File: config.mk
export PLATFORM = sky130hd
export DESIGN_NAME = uart_tx_mmio
export DESIGN_NICKNAME = d
export VERILOG_FILES = /design/src/rtl/riscv_io_pkg.sv /design/src/rtl/io_fifo.sv /design/src/rtl/uart_tx_mmio.sv
export SDC_FILE = /design/constraint.sdc
export NUM_CORES = 1
export LEC_CHECK = 0
export CAP_MARGIN = 20
export CORE_AREA = 2 2 136 138
export DETAILED_ROUTE_END_ITERATION = 12
export DIE_AREA = 0 0 138 140
export MAX_ROUTING_LAYER = met4
export PLACE_DENSITY = 0.61
export SYNTH_ARGS = -nofsm -noshare
export SYNTH_HDL_FRONTEND = slang
export SYNTH_HIERARCHICAL = 1
export SYNTH_SLANG_ARGS = --single-unit
File: constraint.sdc
create_clock -name clk -period 2.9 [get_ports clk]
set_input_delay 0.435 -clock clk [delete_from_list [all_inputs] [get_ports clk]]
set_output_delay 0.435 -clock clk [all_outputs]
set_load 0.1 [all_outputs]
File: src/rtl/riscv_io_pkg.sv
// Shared register map, STATUS bit positions and transmitter state encoding for
// the memory-mapped UART transmitter.
package riscv_io_pkg;

    localparam logic [1:0] REG_DATA   = 2'd0;
    localparam logic [1:0] REG_STATUS = 2'd1;
    localparam logic [1:0] REG_DIV    = 2'd2;

    localparam int ST_FULL  = 0;
    localparam int ST_EMPTY = 1;
    localparam int ST_BUSY  = 2;
    localparam int ST_OVF   = 3;
    localparam int ST_PAR   = 4;
    localparam int ST_CNT   = 8;

    localparam logic [15:0] DIV_MIN = 16'd2;

    typedef enum logic [2:0] {IDLE, START, DATA, PARITY, STOP} tx_state_t;

    // A divisor of 0 or 1 would leave the baud counter with no time to reload.
    function automatic logic [15:0] clamp_div(input logic [15:0] v);
        return (v < DIV_MIN) ? DIV_MIN : v;
    endfunction

endpackage

File: src/rtl/io_fifo.sv
// Synchronous byte FIFO; a push while full is accepted only when a pop frees
// the slot in the same cycle, and a pop while empty is ignored.
module io_fifo #(
    parameter int WIDTH = 8,
    parameter int DEPTH = 8
) (
    input  logic                     clk,
    input  logic                     rst,
    input  logic                     push,
    input  logic [WIDTH-1:0]         push_data,
    input  logic                     pop,
    output logic [WIDTH-1:0]         pop_data,
    output logic                     full,
    output logic                     empty,
    output logic [$clog2(DEPTH):0]   count
);

    localparam int AW = $clog2(DEPTH);
    localparam logic [AW:0] FULL_CNT = (AW + 1)'(DEPTH);

    logic [WIDTH-1:0] mem_q [DEPTH];
    logic [AW-1:0]    wr_ptr_q, wr_ptr_d;
    logic [AW-1:0]    rd_ptr_q, rd_ptr_d;
    logic [AW:0]      count_q, count_d;
    logic             do_push, do_pop;

    always_comb begin
        do_pop   = pop & (count_q != '0);
        do_push  = push & ((count_q != FULL_CNT) | do_pop);
        wr_ptr_d = do_push ? wr_ptr_q + 1'b1 : wr_ptr_q;
        rd_ptr_d = do_pop  ? rd_ptr_q + 1'b1 : rd_ptr_q;
        count_d  = count_q;
        if (do_push && !do_pop) count_d = count_q + 1'b1;
        if (do_pop && !do_push) count_d = count_q - 1'b1;
    end

    always_ff @(posedge clk or posedge rst) begin
        if (rst) begin
            wr_ptr_q <= '0;
            rd_ptr_q <= '0;
            count_q  <= '0;
        end else begin
            wr_ptr_q <= wr_ptr_d;
            rd_ptr_q <= rd_ptr_d;
            count_q  <= count_d;
        end
    end

    always_ff @(posedge clk) begin
        if (do_push) mem_q[wr_ptr_q] <= push_data;
    end

    assign pop_data = mem_q[rd_ptr_q];
    assign full     = (count_q == FULL_CNT);
    assign empty    = (count_q == '0);
    assign count    = count_q;

endmodule

File: src/rtl/uart_tx_mmio.sv
// Memory-mapped UART transmitter sitting between the CPU data port and SRAM port 1.
// Define UART_TX_PARITY_EN to add an even-parity bit between the data bits and stop.
module uart_tx_mmio
    import riscv_io_pkg::*;
#(
    parameter logic [29:0] BASE_WADDR = 30'h3FFF_FF00,
    parameter int          FIFO_DEPTH = 8,
    parameter logic [15:0] DIV_RESET  = 16'd434
) (
    input  logic        clk,
    input  logic        rst,
    input  logic [29:0] cpu_addr,
    input  logic        cpu_write,
    input  logic [31:0] cpu_wdata,
    input  logic [31:0] ram_rdata,
    output logic        ram_write,
    output logic [31:0] cpu_rdata,
    output logic        tx,
    output logic        irq
);

    localparam int CW = $clog2(FIFO_DEPTH) + 1;

    logic            hit, hit_q;
    logic [1:0]      off;
    logic            wr_hit, push, pop, busy;
    logic [31:0]     status, io_rdata_d, io_rdata_q;
    logic [15:0]     div_d, div_q;
    logic            ovf_d, ovf_q;
    logic            fifo_full, fifo_empty;
    logic [7:0]      fifo_data;
    logic [CW-1:0]   fifo_count;
    logic            unused_wdata;

    tx_state_t       state_q;
    logic            tx_q;
    logic [7:0]      shift_q;
    logic [2:0]      bit_cnt_q;
    logic [15:0]     baud_cnt_q;
`ifdef UART_TX_PARITY_EN
    logic            parity_q;
`endif

    assign hit          = (cpu_addr[29:2] == BASE_WADDR[29:2]);
    assign off          = cpu_addr[1:0];
    assign wr_hit       = cpu_write & hit;
    assign ram_write    = cpu_write & ~hit;
    assign push         = wr_hit & (off == REG_DATA);
    assign pop          = (state_q == IDLE) & ~fifo_empty;
    assign busy         = (state_q != IDLE);
    assign unused_wdata = ^cpu_wdata[31:16];

    io_fifo #(.WIDTH(8), .DEPTH(FIFO_DEPTH)) u_fifo (
        .clk       (clk),
        .rst       (rst),
        .push      (push),
        .push_data (cpu_wdata[7:0]),
        .pop       (pop),
        .pop_data  (fifo_data),
        .full      (fifo_full),
        .empty     (fifo_empty),
        .count     (fifo_count)
    );

    always_comb begin
        status           = '0;
        status[ST_FULL]  = fifo_full;
        status[ST_EMPTY] = fifo_empty;
        status[ST_BUSY]  = busy;
        status[ST_OVF]   = ovf_q;
`ifdef UART_TX_PARITY_EN
        status[ST_PAR]   = 1'b1;
`endif
        status[ST_CNT +: CW] = fifo_count;

        io_rdata_d = '0;
        if (hit) begin
            case (off)
                REG_STATUS: io_rdata_d = status;
                REG_DIV:    io_rdata_d = {16'h0000, div_q};
                default:    io_rdata_d = '0;
            endcase
        end

        div_d = div_q;
        if (wr_hit && off == REG_DIV) div_d = clamp_div(cpu_wdata[15:0]);

        // A same-cycle pop makes room, so only a push that finds no free slot is lost.
        ovf_d = ovf_q;
        if (wr_hit && off == REG_STATUS && cpu_wdata[ST_OVF]) ovf_d = 1'b0;
        if (push && fifo_full && !pop) ovf_d = 1'b1;
    end

    always_ff @(posedge clk or posedge rst) begin
        if (rst) begin
            hit_q      <= 1'b0;
            io_rdata_q <= '0;
            div_q      <= DIV_RESET;
            ovf_q      <= 1'b0;
        end else begin
            hit_q      <= hit;
            io_rdata_q <= io_rdata_d;
            div_q      <= div_d;
            ovf_q      <= ovf_d;
        end
    end

    // Each bit lasts div_q cycles; the divisor is sampled only when a bit begins.
    always_ff @(posedge clk or posedge rst) begin
        if (rst) begin
            state_q    <= IDLE;
            tx_q       <= 1'b1;
            shift_q    <= '0;
            bit_cnt_q  <= '0;
            baud_cnt_q <= '0;
`ifdef UART_TX_PARITY_EN
            parity_q   <= 1'b0;
`endif
        end else begin
            case (state_q)
                IDLE: begin
                    tx_q <= 1'b1;
                    if (!fifo_empty) begin
                        shift_q    <= fifo_data;
`ifdef UART_TX_PARITY_EN
                        parity_q   <= ^fifo_data;
`endif
                        bit_cnt_q  <= '0;
                        baud_cnt_q <= div_q;
                        tx_q       <= 1'b0;
                        state_q    <= START;
                    end
                end
                START: begin
                    if (baud_cnt_q == 16'd1) begin
                        baud_cnt_q <= div_q;
                        tx_q       <= shift_q[0];
                        state_q    <= DATA;
                    end else begin
                        baud_cnt_q <= baud_cnt_q - 16'd1;
                    end
                end
                DATA: begin
                    if (baud_cnt_q == 16'd1) begin
                        baud_cnt_q <= div_q;
                        if (bit_cnt_q == 3'd7) begin
`ifdef UART_TX_PARITY_EN
                            tx_q    <= parity_q;
                            state_q <= PARITY;
`else
                            tx_q    <= 1'b1;
                            state_q <= STOP;
`endif
                        end else begin
                            shift_q   <= {1'b0, shift_q[7:1]};
                            tx_q      <= shift_q[1];
                            bit_cnt_q <= bit_cnt_q + 3'd1;
                        end
                    end else begin
                        baud_cnt_q <= baud_cnt_q - 16'd1;
                    end
                end
                PARITY: begin
                    if (baud_cnt_q == 16'd1) begin
                        baud_cnt_q <= div_q;
                        tx_q       <= 1'b1;
                        state_q    <= STOP;
                    end else begin
                        baud_cnt_q <= baud_cnt_q - 16'd1;
                    end
                end
                STOP: begin
                    if (baud_cnt_q == 16'd1) begin
                        tx_q    <= 1'b1;
                        state_q <= IDLE;
                    end else begin
                        baud_cnt_q <= baud_cnt_q - 16'd1;
                    end
                end
                default: begin
                    tx_q    <= 1'b1;
                    state_q <= IDLE;
                end
            endcase
        end
    end

    assign tx        = tx_q;
    assign irq       = fifo_empty & ~busy;
    assign cpu_rdata = hit_q ? io_rdata_q : ram_rdata;

endmodule

**After elaboration in Yosys (flattened, before gate mapping)**

Memory sizes are Yosys's and may differ from the RTL's.
Index checks and enable logic that the tools add are counted.

- Memory bits (writable): 64
- Flip-flop bits (word level): 91
- Bits in latches: 0
- Memories: 1
- Memory bits (read-only): 0
- Output and inout port bits: 35

- Add/sub/neg operators: 6
- $mul: 0
- Magnitude comparators: 1
- Div/mod/pow operators: 0
- Eq/ne operators: 20
- Shift operators: 0
- Mux-type cells: 35
- Reduce and logical (&&, ||, !) cells: 25
- Bitwise operators: 11

Memories:

| name | depth | width | read ports | clocked after memory_dff | wr ports | RTL line | RTL |
|---|---|---|---|---|---|---|---|
| u_fifo.mem_q | 8 | 8 | 1 | 0 | 1 | io_fifo.sv:21 | `logic [WIDTH-1:0] mem_q [DEPTH];` |

Operators with widths:

| cell | count |
|---|---|
| $mux W16 | 5 |
| $pmux W16 S3 | 1 |
| $mux W32 | 1 |
| $pmux W16 S2 | 1 |
| $eq A28 B28 Y1 const B | 1 |
| $mux W3 | 9 |
| $mux W8 | 3 |
| $eq A16 B1 Y1 const B | 1 |
| $lt A16 B2 Y1 const B | 1 |
| $ne A2 B2 Y1 const B | 8 |
| $pmux W8 S2 | 1 |
| $sub A16 B1 Y16 const B | 1 |
| $pmux W3 S5 | 1 |
| $add A3 B1 Y3 const B | 3 |
| $mux W1 | 9 |
| $mux W4 | 2 |
| $and A1 B1 Y1 | 7 |
| $logic_and A1 B1 Y1 | 7 |
| $eq A3 B2 Y1 const B | 2 |
| $eq A3 B3 Y1 const B | 2 |
| $pmux W3 S2 | 1 |
| $reduce_and A3 Y1 | 2 |
| $reduce_and A6 Y1 | 1 |
| $reduce_bool A2 Y1 | 3 |
| other kinds (20) | 25 |

**Longest topological paths before layout**

Gate-level depths: netlist (run 1).

- Depth after elaboration: 9
- Depth in mapped cells: 14
- Gate-level depth less buffers: 13

**Hierarchy**

The synthesis (run 1) kept the hierarchy.

Modules (own cells, without submodules):

| module | cells each | area each (um^2) | instances |
|---|---|---|---|
| uart_tx_mmio | 367 | 3,706.1 | 1 |
| io_fifo | 165 | 3,135.5 | 1 |

**Worst setup path before layout (run 1)**

OpenSTA, ideal clock, no wires.

- Path type: input -> register
- Start point: input cpu_addr[3]
- End point: register u_fifo.count_q[3] (netlist: u_fifo/count[3])
- Data arrival time: 3,115 ps
- Slack: -284 ps
- Buffers on the path: 1
- Setup time: 69 ps
- Stages on the path: 12
- Required time: 2,831 ps
- Cells stage by stage: or4b_1 > nor4_2 > and2_1 > and3_1 > buf_2 > or2_2 > inv_1 > ha_1 > or2_2 > nand3_1 > mux2_2 > nand3b_1

- Longest elaborated chain between the ends: 7
- Elaborated cells on any way between the ends: 9

RTL lines:

| item | RTL line | RTL |
|---|---|---|
| start, declared | uart_tx_mmio.sv:12 | `input logic [29:0] cpu_addr,` |
| $eq A28 B28 Y1 (*) | uart_tx_mmio.sv:44 | `assign hit = (cpu_addr[29:2] == BASE_WADDR[29:2]);` |
| $and A1 B1 Y1 (*) | uart_tx_mmio.sv:46 | `assign wr_hit = cpu_write & hit;` |
| $and A1 B1 Y1 (*) | uart_tx_mmio.sv:48 | `assign push = wr_hit & (off == REG_DATA);` |
| named net push | uart_tx_mmio.sv:26 | `logic wr_hit, push, pop, busy;` |
| $and A1 B1 Y1 (*) | io_fifo.sv:29 | `do_push = push & ((count_q != FULL_CNT) \| do_pop);` |
| $logic_not A1 Y1 | io_fifo.sv:34 | `if (do_pop && !do_push) count_d = count_q - 1'b1;` |
| $logic_and A1 B1 Y1 | io_fifo.sv:34 |  |
| $mux W4 or $reduce_bool A2 Y1 (tied branches) | - |  |
| end signal, assigned | io_fifo.sv:45 | `count_q <= count_d;` |
| end, declared | io_fifo.sv:24 | `logic [AW:0] count_q, count_d;` |

Mark *: on every way through the listed nets, which the timed path passes. The rest lies on a longest branch.
A chain may end at the register's enable or synchronous reset.

**Worst setup path in the final report (run 1)**

- Start point: input cpu_addr[6]
- End point: register u_fifo.count_q[3] (netlist: u_fifo/count[3])

Same word-level chain as after synthesis.

==> flow_metrics.py, run 1 <==
metrics = {
    "sta": {
        "setup_violations": 0,
        "setup_ws_ns": 0.09324,
        "fin_skew_ns": 0.007648,
        "worstMarginPinSlew_ns": 1.104,
        "period_share_pct": 96.78,
        "report.final.hold_viol_count": 0,
        "slew_viol_final": 0,
        "relSlewSlack_pct": 26.39,
        "period_minus_slack_ns": 2.807,
        "rsz0062_at_grt": "false",
        "fmax_mhz": 356.3,
    },
    "synthesis": {
        "ys.flop_type": "dfrtp_1",
        "postSynthCellCount": 532,
        "async_flop_share_pct": 53.96,
        "yosysTopAreaCellShare_pct": 28.09,
        "synth_edf_count": 64,
        "synthTopCellsByCount": "dfrtp_1, edfxtp_1, mux2_2, nand2_1, nor2_1",
        "synthSimpleGateAreaFrac_pct": 14.28,
        "synth_top_family_by_area": "multiplexers",
        "synth.cell_area_sq_um": 6842,
        "synth_most_common_cell": "dfrtp_1",
        "synth-seq-cells": 139,
        "synth_compound_area_share_pct": 8.632,
        "yosys.area.top_type": "edfxtp_1",
        "synth_cell_types": 72,
        "synthTopCellsByArea": "edfxtp_1, dfrtp_1, mux2_2",
        "syn_avg_cell_area_sq_um": 12.86,
        "synthAdderAreaFrac_pct": 2.304,
        "synth_seq_area_share_pct": 55.63,
        "syn-num-nets": 641,
        "synthMuxAreaShare_pct": 15.38,
        "yosysWarningCount": 6,
        "synth_xor_area_share_pct": 0.7681,
    },
    "detailed_routing": {
        "viasPerCell": 5.337,
        "wl_met1_um": 7217,
        "met2_length_um": 8509,
        "ant_nets": 0,
        "highest_layer": "met4",
        "vias": 4931,
        "dr.pass1.iters": 4,
        "drt-total-wl_um": 16960,
        "drtIter0Drc": 336,
        "drc": 0,
        "met3_length_um": 926,
        "wl_per_cell_um": 18.36,
    },
    "worst_setup_path": {
        "cp-start-kind": "input port",
        "cp_data_arrival_time_ns": 3.16,
        "critPathKind": "input port to flop",
        "end_kind": "flop",
        "crit_fanout": 2,
        "required_ns": 3.25,
    },
    "clock_tree": {
        "cts_tree": "done",
        "cts_hold_buf": 0,
        "clkTransAtPathRegs_ns": 0.06,
        "cts_buffers": 17,
        "clock_sinks": 139,
        "clockBufferDepth": 2,
        "clk_latency_ns": 0.42,
        "ctsHtreeMaxLevel": 4,
        "cts-root-buf": "clkbuf_16",
    },
    "hold_path": {
        "hp-class": "input port to async pin",
    },
    "run": {
        "maxCapViolCount": 0,
    },
    "floorplan": {
        "start_util_pct": 38.48,
        "dieHeight_um": 140,
        "ios": 132,
        "core_sq_um": 17780,
        "die_x_um": 138,
        "dieArea_sq_um": 19320,
        "row_count": 49,
    },
    "global_route": {
        "grt_pass1_vias": 5040,
        "antenna_found_initial": 0,
        "grt_pass1_wl_um": 27190,
        "grt_max_degree": 39,
        "track_usage_pct": 18.52,
        "overflow": 0,
    },
    "pwr": {
        "ir_drop_uv": 486.1,
        "p_per_area_nw_per_um2": 492.4,
        "power.leakage_nw": 3.685,
    },
    "finish": {
        "nFillCells": 1539,
        "layout.nets": 791,
        "area_delta_synth_final_pct": 34.02,
        "post-route-util_pct": 51.57,
        "drive_gt1_share_pct": 28.06,
        "diodes": 0,
        "final_area_sq_um": 9169,
    },
    "placed_design": {
        "place_area_sq_um": 8576,
        "io_buffers": 115,
        "dp_slack_ns": -0.4219,
        "dpl.hpwl_um": 12420,
        "gp_congestion": 0.8411,
    },
    "status": {
        "status": "complete, no violations",
    },
}
cell families after synthesis:
logic type / Yosys count
and+or+nand+nor: 184
xor gates and xnor gates: 6
muxes: 74
adders and majority gates: 12
AOI/OAI and AO/OA: 77
DFF: 139
buffers and inverters: 40
stage by stage:
| stage | setup TNS (ns) | total power, W | hold WS (ns) | cells |
|---|---|---|---|---|
| after detailed placement | -16.71 | 0.002547 | 0.4892 | 891 |
| final | 0 | 0.004515 | 0.3500 | 924 |
| after floorplan | -0.1401 | 0.002330 | 0.2752 | 532 |
| after global routing | 0 | 0.004665 | 0.3966 | 924 |
| after CTS | 0 | 0.004570 | 0.3493 | 923 |
| after global placement | -14.46 | 0.002543 | 0.4877 | 891 |
area by class of cell:
type	count	area [sq um]	area share, %
inverters	16	62.56	0.6823
well taps	229	286.5	3.125
clock buffers	22	454.2	4.954
flip-flops and latches	139	3806	41.51
multi-input cells	353	2892	31.54
clock inverters	10	96.34	1.051
repair buffers	155	1572	17.14
final timing paths:
path	depth (start not counted)	start	end	slack, ns
worst max-delay path	12	cpu_addr[6]	u_fifo/count[3]	0.09
worst min-delay path	2	rst	u_fifo/rd_ptr_q[0]	0.35
worst max register to register	13	u_fifo/count[2]	u_fifo/count[3]	0.15
worst min register to register	2	div_q[1]	div_q[1]	0.50
max in group asynchronous	3	rst	div_q[1]	1.76
min in group clk	2	div_q[1]	div_q[1]	0.50
power breakdown:
group | switching (W) | internal (W) | total [W]
Combinational | 0.000268 | 0.000174 | 0.000442
Clock | 0.000808 | 0.00120 | 0.00201
Sequential | 0.00000000107 | 0.00206 | 0.00206
Total | 0.00108 | 0.00344 | 0.00451
registers in the layout (all words and copies together) (netlist names):
name and cells:
u_fifo/mem_q 64, baud_cnt_q 16, div_q 16, io_rdata_q 16
shift_q 8, u_fifo/count 4, bit_cnt_q 3, state_q 3
u_fifo/rd_ptr_q 3, u_fifo/wr_ptr_q 3, hit_q 1, ovf_q 1
tx 1
metal layers:
metal  GRT usage (%)  up-vias
met2           30.82      159
met3           4.991       26
li1                -     2306
met5               -        -
met1           22.29     2440
met4           5.371        0
critical path, cell delays in order:
cell and delay [ns]:
clkdlybuf4s50_1 0.39, or4b_4 0.49, nor4_4 0.25, and2_4 0.19
and3_4 0.17, or2_4 0.12, inv_4 0.04, ha_1 0.30
or2_4 0.26, nand3_2 0.09, mux2_2 0.33, nand3b_1 0.08
placed cells by master (no fill, tap or decap), types with 7 or more instances in the layout:
cell	Yosys	layout
clkbuf_16	0	17
and3_1	11	10
o22ai_1	13	13
buf_12	0	16
mux2_2	49	49
buf_4	1	59
mux2i_1	8	8
dfrtp_1	69	69
a221o_1	7	7
edfxtp_1	64	64
nand2b_1	7	7
a21oi_1	8	7
nor2b_1	20	20
nor3_1	16	14
o21ai_0	11	11
nor2_1	40	40
nand2_1	47	47
a22oi_1	7	7
nand4_1	8	8
ha_1	11	10
mux4_1	12	12
inv_1	16	14
clkdlybuf4s50_1	0	77
repair_timing:
| action | CTS | global route |
|---|---|---|
| setup buffers | 0 | 1 |
| pin swaps | 2 | 6 |
| setup endpoints to repair | 1 | 1 |
| resized for setup | 1 | 9 |
Power figures use the tool's default switching activity.
==> run 2, diff against run 1 <==
SETUP_SLACK_MARGIN = 0.4   (was unset)
==> flow_metrics.py, run 2 (synthesis gave the netlist of run 1 again) <==
metrics = {
    "clock_tree": {
        "cts-root-buf": "clkbuf_16",
        "clk_latency_ns": 0.43,
        "clockBufferDepth": 2,
        "cts_buffers": 17,
        "clkTransAtPathRegs_ns": 0.06,
        "clock_sinks": 139,
        "ctsHtreeMaxLevel": 4,
        "cts_tree": "done",
        "cts_hold_buf": 0,
    },
    "sta": {
        "relSlewSlack_pct": 49.89,
        "setup_ws_ns": 0.3912,
        "fin_skew_ns": 0.02180,
        "setup_violations": 0,
        "period_minus_slack_ns": 2.509,
        "worstMarginPinSlew_ns": 0.7516,
        "fmax_mhz": 398.6,
        "report.final.hold_viol_count": 0,
        "period_share_pct": 86.51,
        "rsz0062_at_grt": "true",
        "slew_viol_final": 0,
    },
    "placed_design": {
        "io_buffers": 115,
        "dpl.hpwl_um": 12230,
        "gp_congestion": 0.8805,
        "dp_slack_ns": -0.3193,
    },
    "pwr": {
        "ir_drop_uv": 474.7,
        "switching_share_pct": 23.97,
        "switching_power_w": 0.001096,
        "pwr-share-comb_pct": 8.9,
        "power.leakage_nw": 3.631,
        "internal_power_w": 0.003477,
        "power_w": 0.004573,
        "p_per_area_nw_per_um2": 499.2,
        "power.share.clock_pct": 45.9,
        "seqPwrFrac_pct": 45.1,
    },
    "floorplan": {
        "dieArea_sq_um": 19320,
        "ios": 132,
        "core_sq_um": 17780,
        "die_x_um": 138,
        "start_util_pct": 38.48,
        "dieHeight_um": 140,
        "row_count": 49,
    },
    "worst_setup_path": {
        "cp-start-kind": "input port",
        "cp_cell_sequence": "clkbuf_2 > or4b_4 > nor4_4 > and2_4 > and3_4 > or2_4 > inv_4 > ha_4 > a211o_1 > a21oi_2 > mux2i_1 > nand3b_1",
        "end_kind": "flop",
        "crit_buf_inv": 2,
        "cp_slowest_cell": "or4b_4",
        "worstRegToRegCells": 13,
        "slowest_delay_ns": 0.54,
        "required_ns": 3.26,
        "cp_num_cells": 12,
        "critPathTopFamily": "simple AND/OR/NAND/NOR gates",
        "critPathKind": "input port to flop",
        "crit_fanout": 2,
        "rrSetupSlack_ns": 0.45,
        "cp_data_arrival_time_ns": 2.87,
    },
    "finish": {
        "post-route-util_pct": 51.52,
        "final_cell_mix": "clkdlybuf4s50_1, dfrtp_1, buf_4",
        "final_common_cell": "clkdlybuf4s50_1",
        "nFillCells": 1515,
        "largest-register": "u_fifo/mem_q",
        "multi_input_area_sq_um": 3012,
        "drive_gt1_share_pct": 31.84,
        "largest_register_ff_count": 64,
        "seq_area_sq_um": 3807,
        "area_delta_synth_final_pct": 33.89,
        "layout.nets": 790,
        "diodes": 0,
    },
    "global_route": {
        "grt_max_degree": 35,
        "antenna_found_initial": 0,
        "track_usage_pct": 18.01,
        "grt_pass1_wl_um": 26610,
        "grt_pass1_vias": 5029,
        "overflow": 0,
    },
    "detailed_routing": {
        "drt-total-wl_um": 16400,
        "dr.pass1.iters": 5,
        "viasPerCell": 5.236,
        "ant_nets": 0,
        "wl_per_cell_um": 17.77,
        "drc": 0,
        "drtIter0Drc": 372,
        "vias": 4833,
    },
    "status": {
        "status": "complete, no violations",
    },
    "hold_path": {
        "hp-class": "input port to async pin",
    },
    "run": {
        "maxCapViolCount": 0,
    },
}
## run 2: layer usage
layer / vias to the layer above / share of wire [%] / routed length (um) / GRT usage (%)
met5: - / 0 / 0 / -
met4: 0 / 1.7 / 283 / 7.358
met3: 19 / 4.5 / 739 / 4.239
met2: 114 / 50 / 8210 / 28.97
met1: 2407 / 44 / 7171 / 22.02
li1: 2293 / - / - / -
## run 2: area by class of cell
| type | instances | share of cell area [%] |
|---|---|---|
| sequential | 139 | 41.57 |
| multi-input combinational | 353 | 32.88 |
| timing repair buffer | 154 | 15.48 |
| clock buffer | 18 | 4.685 |
| tap | 229 | 3.128 |
| clock inverter | 14 | 1.584 |
| inverter | 16 | 0.6830 |
## run 2: worst paths after layout
path / end / from
setup reg to reg: u_fifo/count[3] / u_fifo/count[0]
max in group asynchronous: tx / rst
hold reg to reg: state_q[1] / state_q[2]
min in group clk: state_q[1] / state_q[2]
setup / recovery: u_fifo/count[3] / cpu_addr[6]
hold / removal: div_q[6] / rst
## run 2: power by group through the flow
stage	Clock [W]	Sequential, W	Combinational, W
6_report	0.00210	0.00206	0.000408
2_1_floorplan	0	0.00210	0.000227
3_5_place_dp	0	0.00210	0.000417
3_3_place_gp	0	0.00210	0.000413
5_1_grt	0.00224	0.00206	0.000429
4_1_cts	0.00213	0.00206	0.000413
## run 2: timing repair
| action | 4_1_cts | 5_1_grt |
|---|---|---|
| pin swaps | 9 | 8 |
| resized for setup | 22 | 14 |
| buffers inserted | 1 | 0 |
| endpoints found under the setup margin | 93 | 57 |
| hold endpoints to repair | 0 | 0 |
## run 2: stage by stage
step                      hold slack [ns]  instances  cell area (sq um)   TNS, ns
final                              0.2856        923               9160         0
after global routing               0.3063        923               9160         0
after CTS                          0.2845        922               9150         0
after detailed placement           0.4916        889               8542    -15.60
after global placement             0.4824        889               8542    -14.03
after floorplan                    0.2752        532               6990  -0.01763
==> run 3, diff against run 2 <==
TNS_END_PERCENT = 50   (was unset)
==> flow_metrics.py, run 3 (synthesis gave the netlist of run 1 again) <==
metrics = {
    "worst_setup_path": {
        "endpoint": "u_fifo/count[3]",
        "critPathKind": "flop to flop",
        "worstRegToRegCells": 13,
        "cp-startpoint": "u_fifo/count[0]",
        "end_kind": "flop",
        "cp-start-kind": "flop",
        "rrSetupSlack_ns": 0.38,
        "timing.rr.end": "u_fifo/count[3]",
        "crit_fanout": 4,
        "cp_data_arrival_time_ns": 2.87,
        "required_ns": 3.26,
        "reg2reg_from": "u_fifo/count[0]",
    },
    "finish": {
        "final_cell_mix": "buf_4, dfrtp_1, clkdlybuf4s50_1, edfxtp_1, mux2_2",
        "drive_gt1_share_pct": 32.10,
        "area_delta_synth_final_pct": 35.35,
        "largest_register_ff_count": 64,
        "final_area_sq_um": 9260,
        "largest-register": "u_fifo/mem_q",
        "layout.nets": 797,
        "diodes": 0,
        "final_common_cell": "buf_4",
        "nFillCells": 1504,
        "layout.cells.non_filler": 930,
    },
    "sta": {
        "worstMarginPinSlew_ns": 0.7359,
        "period_share_pct": 86.76,
        "report.final.hold_viol_count": 0,
        "fmax_mhz": 397.4,
        "period_minus_slack_ns": 2.516,
        "fin_skew_ns": 0.01402,
        "slew_viol_final": 0,
        "setup_violations": 0,
        "setup_ws_ns": 0.3839,
        "rsz0062_at_grt": "true",
        "relSlewSlack_pct": 50.94,
    },
    "pwr": {
        "power.share.clock_pct": 46.9,
        "switching_power_w": 0.001092,
        "ir_drop_uv": 511.0,
        "pwr-share-comb_pct": 8.8,
        "seqPwrFrac_pct": 44.3,
        "internal_power_w": 0.003567,
        "power.leakage_nw": 3.744,
        "switching_share_pct": 23.44,
        "p_per_area_nw_per_um2": 503.2,
    },
    "clock_tree": {
        "clockBufferDepth": 2,
        "clkTransAtPathRegs_ns": 0.06,
        "clk_latency_ns": 0.43,
        "ctsHtreeMaxLevel": 4,
        "clock_sinks": 139,
        "cts_buffers": 17,
        "cts_hold_buf": 0,
        "cts_tree": "done",
        "cts-root-buf": "clkbuf_16",
    },
    "placed_design": {
        "place_area_sq_um": 8499,
        "dpl.hpwl_um": 12010,
        "gp_congestion": 0.8683,
        "dp_cells": 888,
        "dp_slack_ns": -0.3044,
        "io_buffers": 115,
    },
    "detailed_routing": {
        "drtIter0Drc": 390,
        "drt-total-wl_um": 16390,
        "dr.pass1.iters": 4,
        "viasPerCell": 5.252,
        "vias": 4884,
        "wl_per_cell_um": 17.62,
        "ant_nets": 0,
        "drc": 0,
    },
    "global_route": {
        "grt_max_degree": 39,
        "grt_pass1_vias": 5141,
        "overflow": 0,
        "grt_pass1_wl_um": 26740,
        "antenna_found_initial": 0,
        "track_usage_pct": 18.10,
    },
    "hold_path": {
        "hp-class": "input port to async pin",
    },
    "status": {
        "status": "complete, no violations",
    },
    "run": {
        "maxCapViolCount": 0,
    },
    "floorplan": {
        "start_util_pct": 38.48,
        "dieHeight_um": 140,
        "row_count": 49,
        "core_sq_um": 17780,
        "dieArea_sq_um": 19320,
        "ios": 132,
        "die_x_um": 138,
    },
}
## run 3: worst max-delay path, stage by stage, from the launching register on
cell      delay, ns
dfrtp_1        0.38
or3_4          0.41
nor2_4         0.14
nor2_1         0.07
nand2_2        0.10
inv_2          0.06
o21ai_4        0.09
or2_4          0.18
inv_4          0.04
ha_4           0.19
a211o_1        0.32
nand3_2        0.09
mux2_4         0.30
nand3b_1       0.08
## run 3: how the worst min path moves through the flow
stage	endpoint	slack (ns)	cells after the start	from
2_1_floorplan	u_fifo/count[0]	0.28	1	rst
3_3_place_gp	baud_cnt_q[15]	0.49	1	baud_cnt_q[15]
3_5_place_dp	baud_cnt_q[15]	0.48	1	baud_cnt_q[15]
4_1_cts	u_fifo/rd_ptr_q[0]	0.36	2	rst
5_1_grt	u_fifo/rd_ptr_q[2]	0.39	2	rst
6_report	u_fifo/rd_ptr_q[0]	0.36	2	rst
## run 3: per-layer routing
metal,wire length (um),global-route usage [%],up-vias
met1,7023,21.71,2438
met5,0,-,-
li1,-,-,2312
met4,231,6.230,0
met3,760,4.889,19
met2,8374,29.73,115
## run 3: final cells by class
type / count / area [sq um] / area share, %
inverters: 16 / 62.56 / 0.6756
repair buffers: 161 / 1495 / 16.15
clock buffers: 19 / 432.9 / 4.675
well taps: 229 / 286.5 / 3.094
flip-flops and latches: 139 / 3807 / 41.12
clock inverters: 13 / 165.2 / 1.784
multi-input cells: 353 / 3010 / 32.51
## run 3: through the flow
step | utilization (%) | hold WS (ns) | TNS [ns] | total power (W)
3_3_place_gp | 47.80 | 0.4857 | -13.28 | 0.002515
6_report | 52.08 | 0.3580 | 0 | 0.004659
4_1_cts | 51.67 | 0.3617 | 0 | 0.004715
5_1_grt | 52.08 | 0.3929 | 0 | 0.004822
2_1_floorplan | - | 0.2752 | -0.1125 | 0.002330
3_5_place_dp | 47.80 | 0.4755 | -15.54 | 0.002519
## run 3: timing repair
| item | CTS | global route |
|---|---|---|
| setup buffers | 5 | 4 |
| hold endpoints to repair | 0 | 0 |
| pin swaps | 8 | 9 |
| endpoints found under the setup margin | 90 | 50 |
| resized for setup | 25 | 28 |
## run 3: power groups by stage
stage / registers [W] / logic, W / clock network, W
2_1_floorplan: 0.00210 / 0.000227 / 0
3_3_place_gp: 0.00210 / 0.000413 / 0
3_5_place_dp: 0.00210 / 0.000416 / 0
4_1_cts: 0.00206 / 0.000415 / 0.00223
5_1_grt: 0.00206 / 0.000429 / 0.00233
6_report: 0.00206 / 0.000408 / 0.00219
